[config.mk]
export PLATFORM = sky130hd
export DESIGN_NAME = timeset_controller
export DESIGN_NICKNAME = d
export VERILOG_FILES = /design/src/rtl/timeset_controller_pkg.sv /design/src/rtl/timeset_edge_detect.sv /design/src/rtl/timeset_controller.sv
export SDC_FILE = /design/constraint.sdc
export NUM_CORES = 1
export LEC_CHECK = 0
export CAP_MARGIN = 10
export CORE_UTILIZATION = 30
export DETAILED_ROUTE_END_ITERATION = 16
export DONT_BUFFER_PORTS = 1
export PLACE_DENSITY = 0.51
export SLEW_MARGIN = 20
export SYNTH_ARGS = -nofsm -noshare
export SYNTH_HDL_FRONTEND = slang
export SYNTH_HIERARCHICAL = 1
export SYNTH_SLANG_ARGS = --single-unit
[constraint.sdc]
create_clock -name i_clk -period 4 [get_ports i_clk]
set_input_delay 0.6 -clock i_clk [delete_from_list [all_inputs] [get_ports i_clk]]
set_output_delay 0.6 -clock i_clk [all_outputs]
set_load 0.05 [all_outputs]
[src/rtl/timeset_controller_pkg.sv]
// Shared encodings for the time-set controller: FSM states and the latched set target.
package timeset_controller_pkg;

  typedef enum logic [1:0] {
    TsIdle = 2'd0,
    TsSlow = 2'd1,
    TsFast = 2'd2,
    TsLock = 2'd3
  } ts_state_e;

  typedef enum logic {
    TgtHrs = 1'b0,
    TgtMin = 1'b1
  } ts_target_e;

endpackage

[src/rtl/timeset_edge_detect.sv]
// 2-bit rising-edge detector. History resets high so a button held through reset
// must be released before it can register a press.
module timeset_edge_detect (
  input  logic       i_clk,
  input  logic       i_reset,
  input  logic [1:0] i_level,
  output logic [1:0] o_rise
);

  logic [1:0] hist_q;

  always_ff @(posedge i_clk) begin
    if (i_reset) begin
      hist_q <= 2'b11;
    end else begin
      hist_q <= i_level;
    end
  end

  assign o_rise = i_level & ~hist_q;

endmodule

[src/rtl/timeset_controller.sv]
// Time-set sequencer: press gives one increment, hold runs the divider slow then fast.
// Optional TIMESET_SEC_CLEAR_EN adds o_sec_clear, pulsed once on entry to LOCK.
module timeset_controller
  import timeset_controller_pkg::*;
#(
  parameter int unsigned SLOW_COUNT = 4
) (
  input  logic i_clk,
  input  logic i_reset,
  input  logic i_set_hours,
  input  logic i_set_minutes,
  input  logic i_timeset_stb,
  output logic o_div_en,
  output logic o_fast_set,
  output logic o_hours_stb,
  output logic o_minutes_stb,
  output logic o_setting
`ifdef TIMESET_SEC_CLEAR_EN
  ,
  output logic o_sec_clear
`endif
);

  localparam logic [7:0] SlowCount = 8'(SLOW_COUNT);

  ts_state_e  state_q, state_d;
  ts_target_e target_q, target_d;
  logic [7:0] cnt_q, cnt_d, cnt_inc;
  logic [1:0] rise;
  logic       tgt_level, other_rise, stb_pulse;
  logic       hours_stb_d, minutes_stb_d, div_en_d, fast_set_d, setting_d;

  // rise[1] = hours, rise[0] = minutes
  timeset_edge_detect u_edge (
    .i_clk   (i_clk),
    .i_reset (i_reset),
    .i_level ({i_set_hours, i_set_minutes}),
    .o_rise  (rise)
  );

  assign tgt_level  = (target_q == TgtHrs) ? i_set_hours : i_set_minutes;
  assign other_rise = (target_q == TgtHrs) ? rise[0] : rise[1];
  assign cnt_inc    = cnt_q + 8'd1;

  always_comb begin
    state_d   = state_q;
    target_d  = target_q;
    cnt_d     = cnt_q;
    stb_pulse = 1'b0;
    unique case (state_q)
      TsIdle: begin
        if (rise == 2'b11) begin
          state_d = TsLock;
        end else if (rise[1] && !i_set_minutes) begin
          state_d   = TsSlow;
          target_d  = TgtHrs;
          cnt_d     = '0;
          stb_pulse = 1'b1;
        end else if (rise[0] && !i_set_hours) begin
          state_d   = TsSlow;
          target_d  = TgtMin;
          cnt_d     = '0;
          stb_pulse = 1'b1;
        end
      end
      TsSlow, TsFast: begin
        // Release takes priority over a coincident divider strobe.
        if (!tgt_level) begin
          state_d = TsIdle;
        end else if (other_rise) begin
          state_d = TsLock;
        end else if (i_timeset_stb) begin
          stb_pulse = 1'b1;
          if (state_q == TsSlow) begin
            cnt_d = cnt_inc;
            if (cnt_inc == SlowCount) begin
              state_d = TsFast;
            end
          end
        end
      end
      TsLock: begin
        if (!i_set_hours && !i_set_minutes) begin
          state_d = TsIdle;
        end
      end
      default: state_d = TsIdle;
    endcase

    hours_stb_d   = stb_pulse && (target_d == TgtHrs);
    minutes_stb_d = stb_pulse && (target_d == TgtMin);
    div_en_d      = (state_d == TsSlow) || (state_d == TsFast);
    fast_set_d    = (state_d == TsFast);
    setting_d     = (state_d != TsIdle);
  end

  always_ff @(posedge i_clk) begin
    if (i_reset) begin
      state_q       <= TsIdle;
      target_q      <= TgtHrs;
      cnt_q         <= '0;
      o_div_en      <= 1'b0;
      o_fast_set    <= 1'b0;
      o_hours_stb   <= 1'b0;
      o_minutes_stb <= 1'b0;
      o_setting     <= 1'b0;
    end else begin
      state_q       <= state_d;
      target_q      <= target_d;
      cnt_q         <= cnt_d;
      o_div_en      <= div_en_d;
      o_fast_set    <= fast_set_d;
      o_hours_stb   <= hours_stb_d;
      o_minutes_stb <= minutes_stb_d;
      o_setting     <= setting_d;
    end
  end

`ifdef TIMESET_SEC_CLEAR_EN
  always_ff @(posedge i_clk) begin
    if (i_reset) begin
      o_sec_clear <= 1'b0;
    end else begin
      o_sec_clear <= (state_d == TsLock) && (state_q != TsLock);
    end
  end
`endif

endmodule

==> impl_metrics.yaml <==
outcome:
  outcome: "finished clean"
layout:
  layout_common_cells: "18 x dfxtp_1, 14 x a21oi_1, 13 x nor2_1, 10 x nand2_1, 7 x nand3_1"
  layout-drive-gt1-share: 0.100
  final_nets: 142
  final_cell_area_um2: 1110
  final_common_cell: "dfxtp_1"
  area_growth_pct: 7.23
  diodes: 0
synth:
  yosys.area.top_type: "dfxtp_1"
  synth_cells: 130
  seq_area_frac_synth: 0.347
  synthTopCellsByArea: "dfxtp_1 35%, ha_1 7.2%, a21oi_1 6.7%"
  yosys.area.top_type_share: 0.347
  synth.distinct_cells: 38
  syn_area_per_cell_um2: 7.99
  ys_ff_latch: 18
  yosys_warnings: 6
  syn-cell-area_um2: 1040
  synth_nets: 141
critical_path:
  worst_r2r_path_depth: 9
  rr_startpoint: "state_q[1]$_SDFF_PP0_"
  cp.arrival_ns: 2.52
  startpoint_type: "flop"
  slowest_delay_ns: 0.55
  worstPathRequired_ns: 4.21
  worstSetupPathType: "flop to flop"
  crit_fanout: 13
  critical_path.top_delay_family: "adder cells"
  r2r-end: "o_div_en$_SDFF_PP0_"
  r2r_setup_slack_ns: 1.68
  cp-end-kind: "flop"
  crit_slowest_cell: "ha_1"
  path_buf_inv: 2
  crit_chain: "inv_1 -> ha_1 -> nand4_1 -> o2111a_1 -> a31oi_1 -> inv_1 -> and2_1 -> ha_1 -> nor2b_1"
clock_network:
  cts_setup_buffers: 0
  cts-resized-gates: 0
  ctsHoldBuffers: 0
  insertion_delay_ns: 0.31
  clkSlewWorstSetupHoldPaths_ns: 0.11
  numCtsBuffers: 3
  cts_tree: "built"
  clock_path_buffers: 2
  cts-root-buf: "clkbuf_4"
  cts_sinks: 18
  cts-htree-levels: 1
detailed_routing:
  drt-initial-drc-count: 49
  drc: 0
  vias_per_cell: 5.33
  wl_um: 2370
  first_pass_iters: 4
  wl_per_cell_um: 13.6
  final_antenna_net_count: 0
  vias: 927
sta:
  hold_viol_final: 0
  min_period_ns: 2.32
  rsz0062_at_grt: "no"
  setup_viol: 0
  slew_viol_final: 0
  worst_pin_slew_ns: 0.506
  final.setup.tns_ns: 0
  slew_headroom: 0.662
  fin_crit_sh: 0.579
  skew_ns: 0.0105
  fmax_mhz: 431
power:
  power_density_nw_per_um2: 367
  pwr-share-comb: 0.196
  swShare: 0.333
  power_switching_uw: 136
  seqPwrFrac: 0.517
  p_leak_uw: 0.000396
  internal-power_uw: 272
  peakVddDrop_v: 0.000269
  power_frac_clock: 0.287
place:
  port_buffers: 0
  dpl-instance-area_um2: 1080
  place_congestion: 0.849
  post-dp-hpwl_um: 1650
die:
  die_x_um: 60.8
  core_area_um2: 3180
  dieArea_um2: 3700
  num_io_pins: 10
  row_count: 20
  start_util: 0.327
  die_h_um: 60.8
grt:
  grt_use_met1: 0.211
  met3_usage: 0.0490
  grt-ovfl-total: 0
  use_met2: 0.206
  grt_pass1_wl_um: 3980
  grt.busiest_layer: "met1"
  grt_use_total: 0.146
  antenna_found_initial: 0
  grt_pass1_vias: 831
  grt_max_degree: 18
worst_hold_path:
  min_to: "cnt_q[6]$_SDFFE_PP0P_"
  min_path_type: "input port to flop"
  whs_path_depth: 1
  hold_start: "i_reset"
job:
  cap_violations: 0
[worst reg2reg max path, cell delays in order (launching register included)]
cell	delay [ns]
dfxtp_1	0.42
inv_1	0.11
ha_1	0.55
nand4_1	0.16
o2111a_1	0.17
a31oi_1	0.15
inv_1	0.08
and2_1	0.18
ha_1	0.28
nor2b_1	0.12
[stage by stage]
| stage | cells | hold WS, ns | power (µW) | setup WS (ns) | util |
|---|---|---|---|---|---|
| after floorplan | 130 | 0.444 | 278 | 1.70 | - |
| after global placement | 170 | 0.466 | 296 | 1.57 | 0.339 |
| after detailed placement | 170 | 0.470 | 294 | 1.44 | 0.339 |
| after CTS | 174 | 0.332 | 415 | 1.70 | 0.350 |
| after global routing | 174 | 0.320 | 437 | 1.48 | 0.350 |
| final | 174 | 0.343 | 409 | 1.68 | 0.350 |
[flip-flops by register name, summed over array words and instances (netlist names)]
register,cells
o_setting,1
cnt_q,8
o_minutes_stb,1
o_fast_set,1
o_hours_stb,1
state_q,2
o_div_en,1
target_q,1
u_edge/hist_q,2
[metal layers]
layer	vias to the layer above	routed length [µm]
met5	-	0
met4	0	25
met3	5	150
met2	26	941
met1	433	1250
li1	463	-
[cells in the mapped netlist]
cell type	number
dfxtp_1	18
a21oi_1	14
nor2_1	13
nand2_1	10
nand3_1	7
ha_1	6
nor2b_1	6
a31oi_1	5
inv_1	5
o21ai_0	5
nor3_1	4
clkbuf_1	3
nand4_1	3
and2_1	2
and3_1	2
mux2i_1	2
nand2b_1	2
or2_1	2
or3b_2	2
a21o_2	1
a21oi_2	1
a311oi_1	1
and2_2	1
buf_2	1
mux2_2	1
nand3_2	1
nand3b_1	1
nand4b_1	1
o2111a_1	1
o2111ai_1	1
o211a_1	1
o21a_1	1
o21ai_2	1
or2_2	1
or2b_1	1
or3b_1	1
or4_1	1
xor2_1	1
[logic make-up (layout without fill, tap and decap cells)]
logic type / Yosys count / in the layout / synth area share
DFF: 18 / 18 / 0.347
muxes: 3 / 3 / 0.0301
buffers and inverters: 9 / 9 / 0.0337
adders and majority gates: 6 / 6 / 0.0723
AOI/OAI and AO/OA: 32 / 32 / 0.192
and+or+nand+nor: 61 / 61 / 0.317
xor gates and xnor gates: 1 / 1 / 0.00844
[power by group through the flow]
stage                     Clock [µW]  Combinational [µW]  Sequential, µW
after global routing             133                91.4             213
after global placement             0                79.6             216
final                            117                79.9             211
after detailed placement           0                79.1             215
after floorplan                    0                64.9             213
after CTS                        124                79.8             212
[area by class of cell]
cell class,instances,area [µm²]
sequential,18,360
clock buffer,4,36.3
multi-input combinational,103,643
fill,338,2060
tap,44,55.1
inverter,5,18.8
[how the worst max path moves through the flow]
stage	end	startpoint	slack [ns]	depth (start not counted)
floorplan	o_div_en$_SDFF_PP0_	i_set_hours	1.70	8
global placement	o_div_en$_SDFF_PP0_	i_set_minutes	1.57	8
detailed placement	o_div_en$_SDFF_PP0_	i_set_minutes	1.44	8
CTS	o_div_en$_SDFF_PP0_	state_q[1]$_SDFF_PP0_	1.70	8
global route	o_div_en$_SDFF_PP0_	state_q[1]$_SDFF_PP0_	1.48	9
finish	o_div_en$_SDFF_PP0_	state_q[1]$_SDFF_PP0_	1.68	9
No activity file was read; power rests on OpenSTA's default activity.
